==> config.mk <==
export PLATFORM = sky130hd
export DESIGN_NAME = bcd_convert_seq
export DESIGN_NICKNAME = d
export VERILOG_FILES = /design/src/rtl/bcd_convert_seq_pkg.sv /design/src/rtl/bcd_digit_adj.sv /design/src/rtl/bcd_convert_seq.sv
export SDC_FILE = /design/constraint.sdc
export NUM_CORES = 1
export LEC_CHECK = 0
export ABC_CLOCK_PERIOD_IN_PS = 1600
export CAP_MARGIN = 10
export CORE_UTILIZATION = 25
export CTS_CLUSTER_SIZE = 8
export DETAILED_ROUTE_END_ITERATION = 6
export RECOVER_POWER = 100
export SLEW_MARGIN = 15
export SYNTH_ARGS = -nofsm -noshare
export SYNTH_HDL_FRONTEND = slang
export SYNTH_SLANG_ARGS = --single-unit
export TNS_END_PERCENT = 5
==> constraint.sdc <==
create_clock -name CLOCK_50 -period 1.6 [get_ports CLOCK_50]
set_input_delay 0.32 -clock CLOCK_50 [delete_from_list [all_inputs] [get_ports CLOCK_50]]
set_output_delay 0.32 -clock CLOCK_50 [all_outputs]
set_load 0.02 [all_outputs]
==> src/rtl/bcd_convert_seq_pkg.sv <==
// bcd_convert_seq_pkg: shared constants, FSM states and count-width helper for the BCD converter
package bcd_convert_seq_pkg;
    localparam int BCD_DIGIT_W = 4;
    localparam logic [BCD_DIGIT_W-1:0] ADJ_THRESHOLD = 4'd5;
    localparam logic [BCD_DIGIT_W-1:0] ADJ_ADD = 4'd3;

    typedef enum logic [1:0] {IDLE, SHIFT, DONE} state_t;

    function automatic int cnt_w(input int w);
        return $clog2(w + 1);
    endfunction
endpackage

==> src/rtl/bcd_digit_adj.sv <==
// bcd_digit_adj: double-dabble digit correction, adds 3 to a BCD digit field of 5 or more
module bcd_digit_adj
    import bcd_convert_seq_pkg::*;
(
    input  logic [BCD_DIGIT_W-1:0] digit,
    output logic [BCD_DIGIT_W-1:0] adjusted
);
    assign adjusted = (digit >= ADJ_THRESHOLD) ? digit + ADJ_ADD : digit;
endmodule

==> src/rtl/bcd_convert_seq.sv <==
// bcd_convert_seq: sequential double-dabble binary-to-BCD converter, one bit per clock
module bcd_convert_seq
    import bcd_convert_seq_pkg::*;
#(
    parameter int BIN_WIDTH = 8,
    parameter int DIGITS    = 3
) (
    input  logic                          CLOCK_50,
    input  logic                          RESET,
    input  logic                          start,
    input  logic [BIN_WIDTH-1:0]          bin,
    output logic                          ready,
    output logic                          valid,
    output logic [BCD_DIGIT_W*DIGITS-1:0] bcd,
    output logic                          overflow
);
    localparam int BW = BCD_DIGIT_W * DIGITS;
    localparam int SW = BW + BIN_WIDTH;
    localparam int CW = cnt_w(BIN_WIDTH);

    state_t state, state_nx;
    logic [SW-1:0] sr, adj;
    logic [CW-1:0] count;
    logic acc;
    logic last;

    for (genvar i = 0; i < DIGITS; i++) begin : g_adj
        bcd_digit_adj u_adj (
            .digit   (sr[BIN_WIDTH+BCD_DIGIT_W*i +: BCD_DIGIT_W]),
            .adjusted(adj[BIN_WIDTH+BCD_DIGIT_W*i +: BCD_DIGIT_W])
        );
    end
    assign adj[BIN_WIDTH-1:0] = sr[BIN_WIDTH-1:0];

    assign ready = state != SHIFT;
    assign valid = state == DONE;
    assign last  = count == CW'(1);

    always_comb begin
        state_nx = state;
        case (state)
            SHIFT:   state_nx = last ? DONE : SHIFT;
            default: state_nx = start ? SHIFT : IDLE;
        endcase
    end

    // Results latch on the final shift edge so bcd is already correct while valid is high
    always_ff @(posedge CLOCK_50 or posedge RESET) begin
        if (RESET) begin
            state    <= IDLE;
            sr       <= '0;
            count    <= '0;
            acc      <= 1'b0;
            bcd      <= '0;
            overflow <= 1'b0;
        end else begin
            state <= state_nx;
            if (ready && start) begin
                sr    <= {{BW{1'b0}}, bin};
                acc   <= 1'b0;
                count <= CW'(BIN_WIDTH);
            end else if (state == SHIFT) begin
                sr    <= {adj[SW-2:0], 1'b0};
                acc   <= acc | adj[SW-1];
                count <= count - 1'b1;
                if (last) begin
                    bcd      <= adj[SW-2 -: BW];
                    overflow <= acc | adj[SW-1];
                end
            end
        end
    end
endmodule

==> run metrics, run 1 <==
met3 GRT Util 3.11%; min-delay worst type flip-flop to flip-flop; Mapped Nets 212; CTS buffer count 5; die area around 0.008 mm2; Worst slew margin 33.1%; #FFs+latches synth 40; Setup CP Type flip-flop to primary output; die width 90.3 um; worst skew pair latency 0.30 ns; initial core utilization between 20% and 30%; met2 GRT Util 17.7%; Top Usage Layer GRT met2; Final Non-Filler Cells 327; Worst Path Max Fanout 2; layout cells sized above 1 14.0%; first-pass GRT wire length 6800 um; Critical Path RT 1.28 ns; Final Setup Violations 0; status finished clean; Detailed Place HPWL 2750 um; clock sink total 40; measured slew at the worst slew-check pin 1.00 ns; pwr dens 2080 mW/mm2; library cells used by synthesis 27; CP Capture Type primary output; number of placement rows 31; H-Tree Depth 2; Overall Global Routing Usage 10.5%; WP data arrival 1.21 ns; post-synthesis average cell area 10.1 um2; Worst Setup Start Kind flip-flop; vias post-DR roughly 1,500; clk buf depth 2; Area Overhead vs Synth 23.2%; Iter 0 DRT Violations 64; post-layout power ~0.005 W; Worst R2R Path Depth 5; mean number of vias per cell 4.49; total grt overflow 0; Post-CTS Hold Fix Bufs 0; final WL 3900 um; Ant. Diodes 0; Fmax 652 MHz; Syn Inst Count 193; WL/cell 11.9 um; dpl cells 317; RSZ-0062 raised after global routing true; final setup skew 0.00973 ns; VDD IR max 0.555 mV; Final Slew Violations 0; DRC violations left 0; Fin. Hold Viols 0; core area 0.00741 mm2; Antenna Nets Post-Route 0; gpl congestion 0.740; io pins 26; Root Driver clkbuf_8; met1 usage 12.7%; final worst-path cycle share a little over nine tenths; initial antenna violation count 0; CTS tree yes; IO buf count 25; Seq/Total Area, Yosys 51.4%; synth warn 0; Hold Path Cell Cnt 2; Clock Pin Slew Worst Setup and Hold Paths 0.08 ns; number of max-cap violations 0; vias in the first global route 1,471; Final nets 246; largest net degree at the start of global routing 41; Final Critical Period 1.53 ns; leak pwr 1.09 nW; Die Y-Extent 90.3 um; first-pass detailed-route iteration total 4; area of the mapped netlist 0.00195 mm2
==> area by class of cell <==
class	instances	area, um2
fillers	798	5010
well taps	99	124
flip-flops and latches	40	1000
clock inverters	2	13.8
multi-input cells	132	847
clock buffers	6	82.6
repair buffers	36	285
inverters	12	47.5
==> kinds of logic after synthesis <==
logic type,count (synthesis),share of synthesized area (%)
buffers and inverters,21,5.78
multiplexers,11,6.42
flip-flops,40,51.4
AO/OA/AOI/OAI,54,15.7
adder cells (fa/ha/maj),8,5.14
XOR/XNOR,3,1.35
AND/OR/NAND/NOR,56,14.2
==> timing repair <==
item	4_1_cts	5_1_grt
pin swaps	0	3
setup buffers	0	2
gates resized for setup	7	14
setup endpoints to repair	7	20
==> state kept, by name, summed over array words and instances, names as in the netlist <==
| name | count |
|---|---|
| sr | 20 |
| bcd | 12 |
| count | 4 |
| state | 2 |
| acc | 1 |
| overflow | 1 |
==> layout by cell type (no fill, tap or decap), types with 8 or more instances in the layout <==
| cell | count |
|---|---|
| inv_1 | 9 |
| o21ai_1 | 17 |
| mux2i_1 | 8 |
| nand3_1 | 9 |
| nand2_1 | 27 |
| o21ai_0 | 20 |
| clkdlybuf4s50_1 | 9 |
| clkbuf_1 | 8 |
| dfrtp_1 | 40 |
==> Yosys cell counts <==
library cell / n / share of area (%)
nor3_1: 1 / 0.26
nor2_1: 7 / 1.3
mux2i_1: 8 / 4.1
inv_4: 1 / 0.32
xnor2_1: 3 / 1.3
a21oi_1: 7 / 1.8
a21oi_2: 3 / 1.3
nand2_2: 1 / 0.32
nand3_1: 9 / 2.3
nand2b_1: 3 / 0.96
inv_1: 11 / 2.1
dfrtp_1: 40 / 51
nand3_4: 1 / 0.90
buf_1: 1 / 0.19
o21ai_1: 19 / 4.9
o21ai_0: 18 / 4.6
buf_6: 3 / 1.7
buf_2: 4 / 1.0
o31ai_1: 4 / 1.5
nor2b_2: 1 / 0.45
nor3b_1: 6 / 2.3
mux2_4: 3 / 2.3
nand2_1: 26 / 5.0
buf_4: 1 / 0.39
a32o_1: 3 / 1.5
nor2b_1: 1 / 0.32
ha_1: 8 / 5.1
==> stage by stage <==
stage          util (%)  hold WS, ns  cell area, um2  setup TNS (ns)  setup slack, ns
2_1_floorplan         -        0.449            1950               0            0.152
3_3_place_gp       31.7        0.462            2350               0            0.103
3_5_place_dp       31.7        0.469            2350               0           0.0655
4_1_cts            32.9        0.392            2440               0         0.000897
5_1_grt            32.4        0.514            2400         -0.0304          -0.0151
6_report           32.4        0.480            2400               0           0.0665
==> power breakdown <==
part	switching, W	internal [W]	total (W)	leakage (nW)
sequential	0.000340	0.00145	0.00179	0.507
combinational	0.00139	0.00107	0.00246	0.528
clock	0.000379	0.000353	0.000732	0.0516
==> worst max-delay path, cell delays in order (launching register included) <==
cell and delay [ns]:
dfrtp_1 0.41, nor2b_4 0.15, inv_4 0.05, dlygate4sd2_1 0.31
==> final timing paths <==
| kind | from | endpoint | slack [ns] |
|---|---|---|---|
| max | state[1] | ready | 0.07 |
| min | sr[1] | sr[2] | 0.48 |
| max reg2reg | sr[16] | bcd[10] | 0.08 |
| min reg2reg | sr[1] | sr[2] | 0.48 |
| max in group asynchronous | RESET | acc | 0.34 |
| min in group asynchronous | RESET | sr[14] | 0.65 |
==> routing by layer <==
| layer | routed length, um | up-vias | share of wire [%] |
|---|---|---|---|
| met5 | 0 | - | 0 |
| met4 | 57 | 0 | 1.5 |
| met3 | 146 | 7 | 3.7 |
| met2 | 1860 | 18 | 48 |
| met1 | 1830 | 713 | 47 |
| li1 | - | 730 | - |
(Power assumes the default switching activity.)
==> run 2, diff against run 1 <==
- ABC_CLOCK_PERIOD_IN_PS: 1600 -> 1800
- DONT_BUFFER_PORTS: unset -> 1
- clock period: 1.6 -> 1.8 ns (I/O delays scaled with it)
==> run 2 against run 1 <==
Net effect: core utilization decreased by 3.9 points; critical path depth increased by 3; sequential cell count unchanged; largest cell class unchanged.
==> run metrics, run 2 (same netlist as run 1, synthesis figures left out) <==
max reg flops 20; post_cts resized 0; final WL 3760 um; final worst-path cycle share between 90 and 100%; Ant. Diodes 0; CTS buffer count 5; worst hold slack 0.150 ns; post-CTS setup buffers 0; vias post-DR 1,338; CP cell instances inv_1, ha_1, nand2b_1, a21oi_1, mux2_4, o21ai_1; IO buf count 0; status finished clean; min-delay worst type input pin to flip-flop; Antenna Nets Post-Route 0; WL/cell between 10 and 15 um; Worst slew margin 32.9%; met3 wire len around 220 um; most frequent cells in the layout dfrtp_1, nand2_1, o21ai_0; Critical Path RT 2.03 ns; H-Tree Depth 2; post-layout power 0.00401 W; clk buf depth 2; mean number of vias per cell 4.51; core area 0.00741 mm2; pwr dens 1900 mW/mm2; clock sink total 40; met2 wire length 1760 um; Iter 0 DRT Violations 68; Setup CP Type flip-flop to flip-flop; Setup TNS 0 ns; Fmax 597 MHz; Die Y-Extent 90.3 um; Final Critical Period 1.68 ns; initial core utilization 26.3%; total grt overflow 0; DRC violations left 0; number of max-cap violations 0; commonest non-fill, non-tap cell in the layout dfrtp_1; Clock Pin Slew Worst Setup and Hold Paths 0.09 ns; worst skew pair latency 0.31 ns; CP Capture Type flip-flop; first-pass detailed-route iteration total 4; layout cells sized above 1 around a tenth; post-layout util ~28%; CP max stage cell dfrtp_1; largest reg by FF count sr; RSZ-0062 raised after global routing false; WL met1 1700 um; Final Setup Violations 0; Worst Path Max Fanout 5; initial antenna violation count 0; die width 90.3 um; Final Slew Violations 0; fill count 775; measured slew at the worst slew-check pin around 1.0 ns; Area Overhead vs Synth 8.35%; final setup skew 0.0107 ns; largest net degree at the start of global routing 41; Worst Setup Start Kind flip-flop; family with the most delay on the worst path flip-flops; CP bufs+invs 1; number of placement rows 31; Fin. Hold Viols 0; WP data arrival 1.91 ns; Detailed Place HPWL 2630 um; Post-CTS Hold Fix Bufs 0; vias in the first global route around 1,300; leak pwr 0.938 nW; die area 0.00815 mm2; gpl congestion approximately 0.78; DR top layer met4; biggest regs sr x20, bcd x12, count x4; VDD IR max between 0.4 and 0.5 mV; Final nets 216; Overall Global Routing Usage 10.4%; CTS tree yes; Root Driver clkbuf_8; io pins 26; Critical Path Max Stage Delay 0.42 ns; first-pass GRT wire length 6560 um
[run 2: worst paths after layout]
| path | start | to | slack (ns) | cells after the start |
|---|---|---|---|---|
| worst min-delay path | start | sr[8] | 0.15 | 1 |
| worst max register to register | sr[12] | sr[14] | 0.12 | 6 |
| worst max-delay path | sr[12] | sr[14] | 0.12 | 6 |
| worst min register to register | sr[2] | sr[3] | 0.49 | 2 |
| min in group asynchronous | RESET | sr[5] | 0.26 | 2 |
| max in group asynchronous | RESET | count[0] | 0.92 | 2 |
[run 2: final cells by class]
cell class                      count  area, um2  area share (%)
Tap cell                           99        124            5.87
Clock buffer                        6       72.6            3.44
Timing Repair Buffer                6       37.5            1.78
Multi-Input combinational cell    132        812            38.5
Inverter                           12       47.5            2.25
Clock inverter                      2       16.3           0.771
Sequential cell                    40       1000            47.4
[run 2: power by group]
part / switching, W / internal, W / leakage [nW]
clock network: 0.000339 / 0.000276 / 0.0414
logic: 0.000968 / 0.000687 / 0.390
registers: 0.000443 / 0.00129 / 0.507
total: 0.00175 / 0.00226 / 0.938
[run 2: per-layer routing]
layer	global-route usage, %	vias up
li1	-	668
met1	11.9	644
met2	16.3	18
met3	4.71	8
met4	4.84	0
met5	0	-
[run 2: through the flow]
step / setup WS (ns) / instance area, um2 / std cells
final: 0.125 / 2110 / 297
after global routing: 0.0230 / 2110 / 297
after CTS: 0.0830 / 2140 / 297
after detailed placement: 0.212 / 2050 / 289
after global placement: 0.248 / 2050 / 289
after floorplan: 0.352 / 1950 / 193
